`src/rtl/uart_loader.sv`:
```
// uart_loader: parses framed length/data/checksum byte packets from the UART and writes the words to memory
module uart_loader #(
    parameter int WORD_WIDTH     = 16,
    parameter int ADDR_WIDTH     = 16,
    parameter int BASE_ADDR      = 0,
    parameter int TIMEOUT_CYCLES = 5000000
) (
    input  logic                  clk,
    input  logic                  rst,
    input  logic                  en,
    input  logic [7:0]            byte_in,
    input  logic                  byte_valid,
    output logic                  mem_req,
    output logic [ADDR_WIDTH-1:0] mem_addr,
    output logic [WORD_WIDTH-1:0] mem_data,
    input  logic                  mem_ack,
    output logic                  busy,
    output logic                  done,
    output logic                  error,
    output logic [1:0]            err_code,
    output logic [ADDR_WIDTH-1:0] word_count
);
    typedef enum logic [3:0] {IDLE, LEN_L, D_H, D_L, WRITE, CS_H, CS_L, DONE, ERROR} state_t;
    localparam int TW = $clog2(TIMEOUT_CYCLES + 1);
    localparam logic [TW-1:0] TMO_LAST = TW'(TIMEOUT_CYCLES - 1);
    state_t state;
    logic [TW-1:0] tmo;
    logic [7:0] hi;
    logic [15:0] len, cs, rx_word;
    logic [ADDR_WIDTH-1:0] wc_next;
    logic waiting, tmo_hit;
    always_comb begin
        rx_word = {hi, byte_in};
        wc_next = word_count + 1'b1;
        waiting = state inside {LEN_L, D_H, D_L, CS_H, CS_L};
        tmo_hit = waiting && !byte_valid && tmo == TMO_LAST;
    end
    // en low behaves like reset but keeps the last packet's word count visible
    always_ff @(posedge clk) begin
        if (rst || !en) begin
            state    <= IDLE;
            mem_req  <= 1'b0;
            mem_addr <= ADDR_WIDTH'(BASE_ADDR);
            mem_data <= '0;
            busy     <= 1'b0;
            done     <= 1'b0;
            error    <= 1'b0;
            err_code <= 2'd0;
            cs       <= '0;
            tmo      <= '0;
            hi       <= '0;
            len      <= '0;
            if (rst) word_count <= '0;
        end else begin
            tmo <= (waiting && !byte_valid) ? tmo + 1'b1 : '0;
            if (tmo_hit) begin
                state    <= ERROR;
                busy     <= 1'b0;
                error    <= 1'b1;
                err_code <= 2'd3;
            end else begin
                case (state)
                    IDLE: if (byte_valid) begin
                        len[15:8]  <= byte_in;
                        word_count <= '0;
                        cs         <= '0;
                        busy       <= 1'b1;
                        done       <= 1'b0;
                        error      <= 1'b0;
                        state      <= LEN_L;
                    end
                    LEN_L: if (byte_valid) begin
                        len[7:0] <= byte_in;
                        state    <= ({len[15:8], byte_in} == 16'd0) ? CS_H : D_H;
                    end
                    D_H, CS_H: if (byte_valid) begin
                        hi    <= byte_in;
                        state <= (state == D_H) ? D_L : CS_L;
                    end
                    D_L: if (byte_valid) begin
                        mem_data <= WORD_WIDTH'(rx_word);
                        mem_addr <= ADDR_WIDTH'(BASE_ADDR) + word_count;
                        cs       <= cs + rx_word;
                        mem_req  <= 1'b1;
                        state    <= WRITE;
                    end
                    WRITE: begin
                        if (mem_ack) begin
                            word_count <= wc_next;
                            mem_req    <= 1'b0;
                            state      <= (32'(wc_next) < 32'(len)) ? D_H : CS_H;
                        end
                        // a byte arriving mid-write is an overrun even if the write completes now
                        if (byte_valid) begin
                            mem_req  <= 1'b0;
                            busy     <= 1'b0;
                            error    <= 1'b1;
                            err_code <= 2'd2;
                            state    <= ERROR;
                        end
                    end
                    CS_L: if (byte_valid) begin
                        busy     <= 1'b0;
                        done     <= (rx_word == cs);
                        error    <= (rx_word != cs);
                        err_code <= (rx_word == cs) ? 2'd0 : 2'd1;
                        state    <= (rx_word == cs) ? DONE : ERROR;
                    end
                    default: ;
                endcase
            end
        end
    end
endmodule

```
`config.mk`:
```
export PLATFORM = sky130hd
export DESIGN_NAME = uart_loader
export DESIGN_NICKNAME = d
export VERILOG_FILES = /design/src/rtl/uart_loader.sv
export SDC_FILE = /design/constraint.sdc
export NUM_CORES = 1
export LEC_CHECK = 0
export ABC_AREA = 1
export CAP_MARGIN = 20
export CORE_UTILIZATION = 37
export DETAILED_ROUTE_END_ITERATION = 8
export RECOVER_POWER = 25
export SYNTH_ARGS = -nofsm -noshare
export SYNTH_HDL_FRONTEND = slang
export SYNTH_SLANG_ARGS = --single-unit
```
`constraint.sdc`:
```
create_clock -name clk -period 5.24 [get_ports clk]
set_input_delay 0.524 -clock clk [delete_from_list [all_inputs] [get_ports clk]]
set_output_delay 0.524 -clock clk [all_outputs]
set_load 0.05 [all_outputs]
```
Word level (Yosys, flattened, before mapping)
Index checks and enable logic that the tools add are counted.

Memories kept: 0. Bits in latches: 0. Word-level logic and storage cells: 119. Input port bits: 13. Register bits: 121. Output and inout bits: 54. ROM bits: 0. Memory bits (writable): 0.

Reduce and logical (&&, ||, !) cells: 34. Bitwise gates (word level): 2. Shifts and indexed selects: 0. $mul: 0. Divide/modulo/power cells: 0. Mux-type cells: 37. Equality and inequality tests: 27. Magnitude comparators: 1. $add $sub $neg: 3.

Operator list (count): $mux 16 (6); $pmux 16 s2 (2); $mux 4 (9); $ne 3x3->1 const B (9); $pmux 4 s6 (1); $add 23x1->23 const B (1); $eq 23x23->1 const B (1); $reduce_and 3->1 (6); $add 16x1->16 const B (1); $add 16x16->16 (1); $eq 16x16->1 (1); $logic_not 16->1 (1); $lt 16x16->1 (1); $ne 16x16->1 (1); $reduce_and 4->1 (4); $reduce_and 7->1 (2); $eq 4x3->1 const B (3); $ne 2x2->1 const B (6); $mux 3 (3); $eq 4x2->1 const B (2); $mux 1 (8); $reduce_bool 2->1 (4); $reduce_or 2->1 (4); $reduce_bool 7->1 (1); other kinds (17) (26).

Logic depth before layout (Yosys ltp)
Gate-level depths: netlist of the first run.

Depth in word-level cells: 7. Depth in mapped cells: 21. Depth with buffers taken out: 21.

Worst setup path after synthesis of the first run
OpenSTA, ideal clock, no wires.

Path kind: register to register. Start: register word_count[0]. End: register state[2]. Path buffers: 0. Arrival: 2.891 ns. Required time: 5.170 ns. Setup slack: 2.279 ns. Cell stages (with the launch flop): 22. Setup time: 0.070 ns. Period minus slack after synthesis: 2.961 ns. Cell sequence: edfxtp_1 ha_1 nand2_1 nor2_1 nand2_1 nor2_2 nand4_2 nor3_2 nand2_1 xor2_1 inv_1 ha_1 nand2_1 inv_1 nand3_1 nor3_1 nand2_1 nand2_1 nand2_1 nand3_1 nand2_1 a21oi_1.

Cells in the longest elaborated chain, start to end: 6.

Ends and longest elaborated chain: start, declared (line 21) `output logic [ADDR_WIDTH-1:0] word_count`; start signal, assigned (line 89) `word_count <= wc_next;`; $add 16x1->16 (line 34) `wc_next = word_count + 1'b1;`; named net wc_next[14] (line 30) `logic [ADDR_WIDTH-1:0] wc_next;`; $lt 16x16->1 (line 91) `state <= (32'(wc_next) < 32'(len)) ? D_H : CS_H;`; $mux 3 (line 91); $mux 4 (line 88) `if (mem_ack) begin`; $mux 4 (line 94) `if (byte_valid) begin`; $pmux 4 s6 (line 62) `case (state)`; end signal, assigned (line 74) `state <= ({len[15:8], byte_in} == 16'd0) ? CS_H : D_H;`; end signal, assigned (line 91); end signal, assigned (line 107) `state <= (rx_word == cs) ? DONE : ERROR;`; end, declared (line 26) `state_t state;`.

The timed path passes the listed nets, and every way through them passes these cells. The select of a mux whose other input is x is not followed. A chain may end at the register's enable or synchronous reset.

Final worst setup path of the first run
Same ends and word-level chain as after synthesis.

==> results of run 1 <==
## final cells by class
class	count	area [um^2]	share of cell area (%)
tap	220	275.3	3.507
clock inverter	12	113.9	1.450
multi-input combinational	630	3326	42.37
clock buffer	20	467.9	5.961
timing repair buffer	68	675.6	8.607
sequential	121	2582	32.90
inverter	109	409.1	5.212
## power breakdown
| group | switching [mW] | internal, mW | total (mW) | leakage, nW |
|---|---|---|---|---|
| sequential | 0.0162 | 0.956 | 0.972 | 1.02 |
| clock | 0.449 | 0.697 | 1.15 | 0.287 |
| combinational | 0.139 | 0.0637 | 0.203 | 2.00 |
## worst reg2reg max path, delay by kind of cell, from the launching register on
kind | cells | cell delay [ns]
flip-flops | 1 | 0.55
AO/OA/AOI/OAI | 1 | 0.11
buffers and inverters | 2 | 0.14
XOR/XNOR | 1 | 0.19
AND/OR/NAND/NOR | 15 | 1.54
adder cells (fa/ha/maj) | 2 | 0.50
## path summary, 6_finish.rpt
path / end / slack (ns)
worst min-delay path: tmo[0]$_SDFF_PP0_ / 0.46
worst min register to register: tmo[0]$_SDFF_PP0_ / 0.46
worst max register to register: state[2]$_SDFFE_PP0P_ / 2.14
worst max-delay path: state[2]$_SDFFE_PP0P_ / 2.14
## synth_stat cells (all sizes together) (2+ instances only)
master | count | area [um^2]
nand3 | 52 | 277.8
dfxtp | 105 | 2102
o21a | 5 | 37.54
a21oi | 83 | 419.2
nor2 | 162 | 670.6
xnor2 | 5 | 43.79
nand4 | 10 | 68.81
a31o | 2 | 17.52
a21o | 3 | 22.52
or2 | 6 | 37.53
buf | 14 | 83.83
inv | 109 | 409.1
edfxtp | 16 | 480.5
xor2 | 17 | 156.4
o31ai | 2 | 15.01
nand3b | 2 | 15.01
nand2 | 148 | 568.0
clkbuf | 9 | 33.78
nor3 | 15 | 91.34
ha | 32 | 400.4
o21ai | 73 | 369.1
o21bai | 2 | 15.01
nor4 | 6 | 43.79
## placed cells by master (no fill, tap or decap), types with 6 or more instances in the layout
master,n
nor2_1,147
nand2_1,143
dfxtp_1,105
inv_1,95
a21oi_1,82
o21ai_0,69
clkdlybuf4s50_1,62
nand3_1,50
ha_1,32
clkbuf_16,18
xor2_1,16
edfxtp_1,16
inv_2,14
nor3_1,13
nor2_2,9
nand4_1,9
nor2_4,6
## state kept, by name (all words and copies together), names as in the netlist
register,cells
word_count,16
done,1
err_code,2
mem_req,1
busy,1
tmo,23
mem_addr,16
len,16
mem_data,16
state,4
hi,8
error,1
cs,16
## per-stage QoR
step                      instance area [um^2]  worst slack (ns)
final                                     7850             2.137
after global routing                      7850             1.789
after CTS                                 7853             2.124
after detailed placement                  7271             2.127
after global placement                    7271             2.151
after floorplan                           6430             2.279
## per-layer routing
layer  global-route usage (%)  vias to the layer above
met4                    6.250                        0
met2                    28.81                      138
met1                    28.29                     2600
met5                        0                        -
met3                    3.401                       16
li1                         -                     3018
## kinds of logic (layout without fill, tap and decap cells)
group / after synthesis / after routing / synth area share [%]
AOI/OAI and AO/OA: 172 / 172 / 14.21
buffers and inverters: 132 / 209 / 8.192
and+or+nand+nor: 403 / 403 / 27.79
xor gates and xnor gates: 22 / 22 / 3.113
DFF: 121 / 121 / 40.16
adders and majority gates: 33 / 33 / 6.538
==> metrics.txt, run 1 <==
status=completed; WHS=0.4565 ns; critical path peak fanout=6; Fin Clk Skew=0.009222 ns; number of synthesized register bits=between 100 and 150; Critical Path Stages=21; drt initial violations=378; mapped cell area=~6400 um^2; met2 wire length=around 6800 um; post-synthesis sequential area ratio=40.16%; routed vias/inst=between 4 and 5; CP startpoint=word_count[0]$_SDFFCE_PP0P_; hold wc startpoint=tmo[0]$_SDFF_PP0_; ANT cells=0; TritonCTS sink count=121; CP cell instances=ha_1 > nand2_1 > nor2_1 > nand2_1 > nor2_2 > nand4_2 > nor3_2 > nand2_1 > xor2_1 > inv_1 > ha_1 > nand2_1 > inv_1 > nand3_1 > nor3_1 > nand2_1 > nand2_1 > nand2_1 > nand3_1 > nand2_1 > a21oi_1; post-cts sizing count=0; CTS Root Cell=clkbuf_16; routability congestion estimate from global placement=slightly below 0.9; main flop type after synthesis=dfxtp_1; total grt overflow=0; port buffer count=66; Buf/Inv on CP=2; WL met3=670 um; Req. time, crit path=around 5.6 ns; IO Pins=67; Pleak=between 3 and 4 nW; DRC Markers=0; die area=around 18000 um^2; Worst-path clk slew=approximately 0.060 ns; Post-CTS Setup Bufs=0; hold depth=1; Power Density=around 300 nW/um^2; H-tree Lvls=4; Cells after Synth=~900; Min Clock Period, post-route=3.103 ns; Syn-to-layout area delta=22.09%; largest net degree at the start of global routing=62; crit-path leading delay family=simple AND/OR/NAND/NOR gates; Core ar.=16760 um^2; most used cell, CP=nand2_1; DRT Pass-1 Iters=5; async set-reset flop share out of synthesis=0%; Util after Layout=between 40% and 50%; fillers=1688; period utilization=between 50 and 60%; worst hold path class=flip-flop to flip-flop; number of synthesized flops with an enable pin=16; Ys Warns=0; syn nets=~930; RSZ-0062 raised after global routing=false; fraction of layout cells with a size suffix above 1=~8.5%; Clock Path Buffers=2; initial antenna violation count=0; Final nets=roughly 1000; hold buffers post-CTS=0; vias=roughly 5.8k; r2r startpoint=word_count[0]$_SDFFCE_PP0P_; placed instance count=between 1k and 1.5k; CTS buffer count=17; crit-path max cell delay=around 0.55 ns; Slew Limit Fails=0; Slew @ Worst Pin=~0.9 ns; global-route wire length before repair=between 20000 and 30000 um; All-Layer GR Usage=roughly a fifth; fmax=~0.32 GHz; drt total wl=~16000 um; Worst Path Class, Setup=flip-flop to flip-flop; Site Rows=between 40 and 50; Final TNS setup=0 ns; Mean Syn Cell Area=7.282 um^2; Worst path slowest cell=edfxtp_1; vias in the first global route=between 5k and 6k; Die W=133.8 um; Final Hold Viols=0; clk_lat worst skew=around 0.42 ns; total power=between 2 and 2.5 mW; synth unique cells=46; wl on met1=just under 9000 um; chip height=133.8 um; Final setup viols=0; Post-Layout Cell Count=between 1k and 1.5k; reg2reg path depth=21; CTS tree=yes; Max Used Layer=met4; Slew headroom=39.78%; Post-DP HPWL=11450 um; Worst EP arrival=approximately 3.5 ns; Worst Setup End Kind=flip-flop; Startpoint Class=flip-flop; max-cap viol count=0; Peak VDD IR=between 0.0002 and 0.00025 V; drt wl/cell=~14 um; Initial Util=38.37%; DRT antenna net count=0
Note: power is estimated with default switching activity, not from simulation.
==> inputs of run 2 (changes only) <==
==> constraint.sdc (replaced) <==
create_clock -name clk -period 2.7 [get_ports clk]
set_input_delay 0.27 -clock clk [delete_from_list [all_inputs] [get_ports clk]]
set_output_delay 0.27 -clock clk [all_outputs]
set_load 0.05 [all_outputs]
==> run 2 against run 1 <==
The run now ends with negative setup slack left. Sequential cell count is the same. Non-clock buffer count grew 27. Fmax grew 15%. Worst hold slack lost 0.0071 ns. Largest cell class unchanged.
==> metrics.txt, run 2 (same netlist as run 1, synthesis figures left out) <==
status=complete, but fails checks; failing checks=negative setup slack; routability congestion estimate from global placement=between 0.8 and 0.9; worst hold path class=flip-flop to flip-flop; Req. time, crit path=3.01 ns; DRT Pass-1 Iters=5; max FFs per register=23; hold wc startpoint=tmo[0]$_SDFF_PP0_; CP cell instances=buf_6 > nand2_2 > nor2_2 > nand2_2 > nor2_4 > nand3_4 > nor3_4 > nand3_2 > or2_1 > nand2_2 > ha_4 > nand2_2 > inv_2 > o21ai_1 > nand2_1 > nor2_2 > nand2_1 > nand2_2 > nand3_1 > nand2_1 > a21oi_1; vias in the first global route=between 5k and 6k; Startpoint Class=flip-flop; Final nets=around 1.0k; hold depth=1; die area=roughly 18000 um^2; CTS Root Cell=clkbuf_16; Worst EP arrival=between 3 and 4 ns; Final setup viols=1; Min Clock Period, post-route=between 2 and 3 ns; Final TNS setup=-0.007468 ns; fillers=approximately 1.7k; Slew Limit Fails=0; Initial Util=38.37%; RSZ-0062 raised after global routing=true; Post-DP HPWL=around 12000 um; routed vias/inst=around 5; DRC Markers=0; fraction of layout cells with a size suffix above 1=around 11%; met2 global-route usage=between 20% and 30%; ANT cells=0; fmax=around 0.37 GHz; Site Rows=47; Syn-to-layout area delta=25.98%; H-tree Lvls=4; CTS buffer count=17; Core ar.=between 15000 and 20000 um^2; M1 GR Usage=around 28%; crit-path max cell delay=0.37 ns; most used cell, CP=nand2_2; critical path peak fanout=3; total grt overflow=0; period utilization=100.3%; clk_lat worst skew=around 0.42 ns; initial antenna violation count=0; most frequent cells in the layout=nor2_1 (150), nand2_1 (139), dfxtp_1 (105), inv_1 (97), a21oi_1 (82); post-place setup slack=-0.005158 ns; drt initial violations=357; Clock Path Buffers=2; Reg area=approximately 2600 um^2; drt total wl=about 17000 um; DRT antenna net count=0; port buffer count=66; TritonCTS sink count=about 120; drt wl/cell=13.90 um; Final Hold Viols=0; Worst-path clk slew=0.05 ns; CTS tree=yes; Power Density=approximately 560 nW/um^2; gr busiest metal=met2; Slew headroom=~44%; global-route wire length before repair=between 20000 and 30000 um; Worst path slowest cell=edfxtp_1; largest register by flop count=tmo; CP startpoint=word_count[0]$_SDFFCE_PP0P_; chip height=between 100 and 150 um; Pleak=about 3.4 nW; IO Pins=67; most common cell after layout, fill and taps aside=nor2_1; Slew @ Worst Pin=around 0.84 ns; multi-input logic area=3372 um^2; Peak VDD IR=around 0.00044 V; All-Layer GR Usage=between 10% and 20%; grt met3 use=under 10%; vias=slightly below 6k; Worst Setup End Kind=flip-flop; Worst Setup Slack, final=-0.007468 ns; Fin Clk Skew=around 0.0077 ns; reg2reg path depth=21; r2r startpoint=word_count[0]$_SDFFCE_PP0P_; max-cap viol count=0; largest net degree at the start of global routing=47; Die W=133.8 um; Worst Path Class, Setup=flip-flop to flip-flop
-- run 2: cell type report --
cell class                 count  area share (%)
multi-input combinational    630           41.63
clock buffer                  25           6.518
clock inverter                 6          0.7260
sequential                   121           31.88
inverter                     109           5.051
tap                          220           3.398
timing repair buffer          95           10.80
-- run 2: final timing paths --
path | slack (ns) | end
setup / recovery | -0.007 | state[2]$_SDFFE_PP0P_
hold / removal | 0.45 | tmo[0]$_SDFF_PP0_
setup reg to reg | -0.007 | state[2]$_SDFFE_PP0P_
hold reg to reg | 0.45 | tmo[0]$_SDFF_PP0_
-- run 2: critical path: cells and delay by family, from the launching register on --
family	cells	cell delay, ns
simple gates	16	1.75
fa+ha+maj	1	0.20
buf+inv	2	0.16
flops	1	0.37
compound gates	2	0.13
-- run 2: metrics by stage --
step	cells	hold slack, ns	utilization [%]	area, um^2	power, mW
6_report	1206	0.4493	48.33	8100	4.552
5_1_grt	1206	0.4658	48.33	8100	4.730
4_1_cts	1200	0.4533	47.87	8023	4.572
3_5_place_dp	1167	0.4395	44.23	7413	2.338
3_3_place_gp	1167	0.4334	44.23	7413	2.336
2_1_floorplan	883	0.4049	-	6430	2.187
-- run 2: routing by layer --
metal	vias up	wire, um
li1	3062	-
met1	2698	8647
met2	136	7115
met3	10	873
met4	0	129
met5	-	0
-- run 2: timing repair --
item                                   in CTS  in global routing
endpoints found under the hold margin       0                  0
setup endpoints to repair                   1                  3
gates resized for setup                     1                 18
pin swaps                                   1                  8
hold buffers                                0                  0
setup buffers                               2                  6
-- run 2: report_power, final --
group	switching [mW]	total (mW)	internal, mW
clock	0.798	2.24	1.44
sequential	0.0296	1.89	1.86
combinational	0.284	0.430	0.146
total	1.11	4.55	3.44
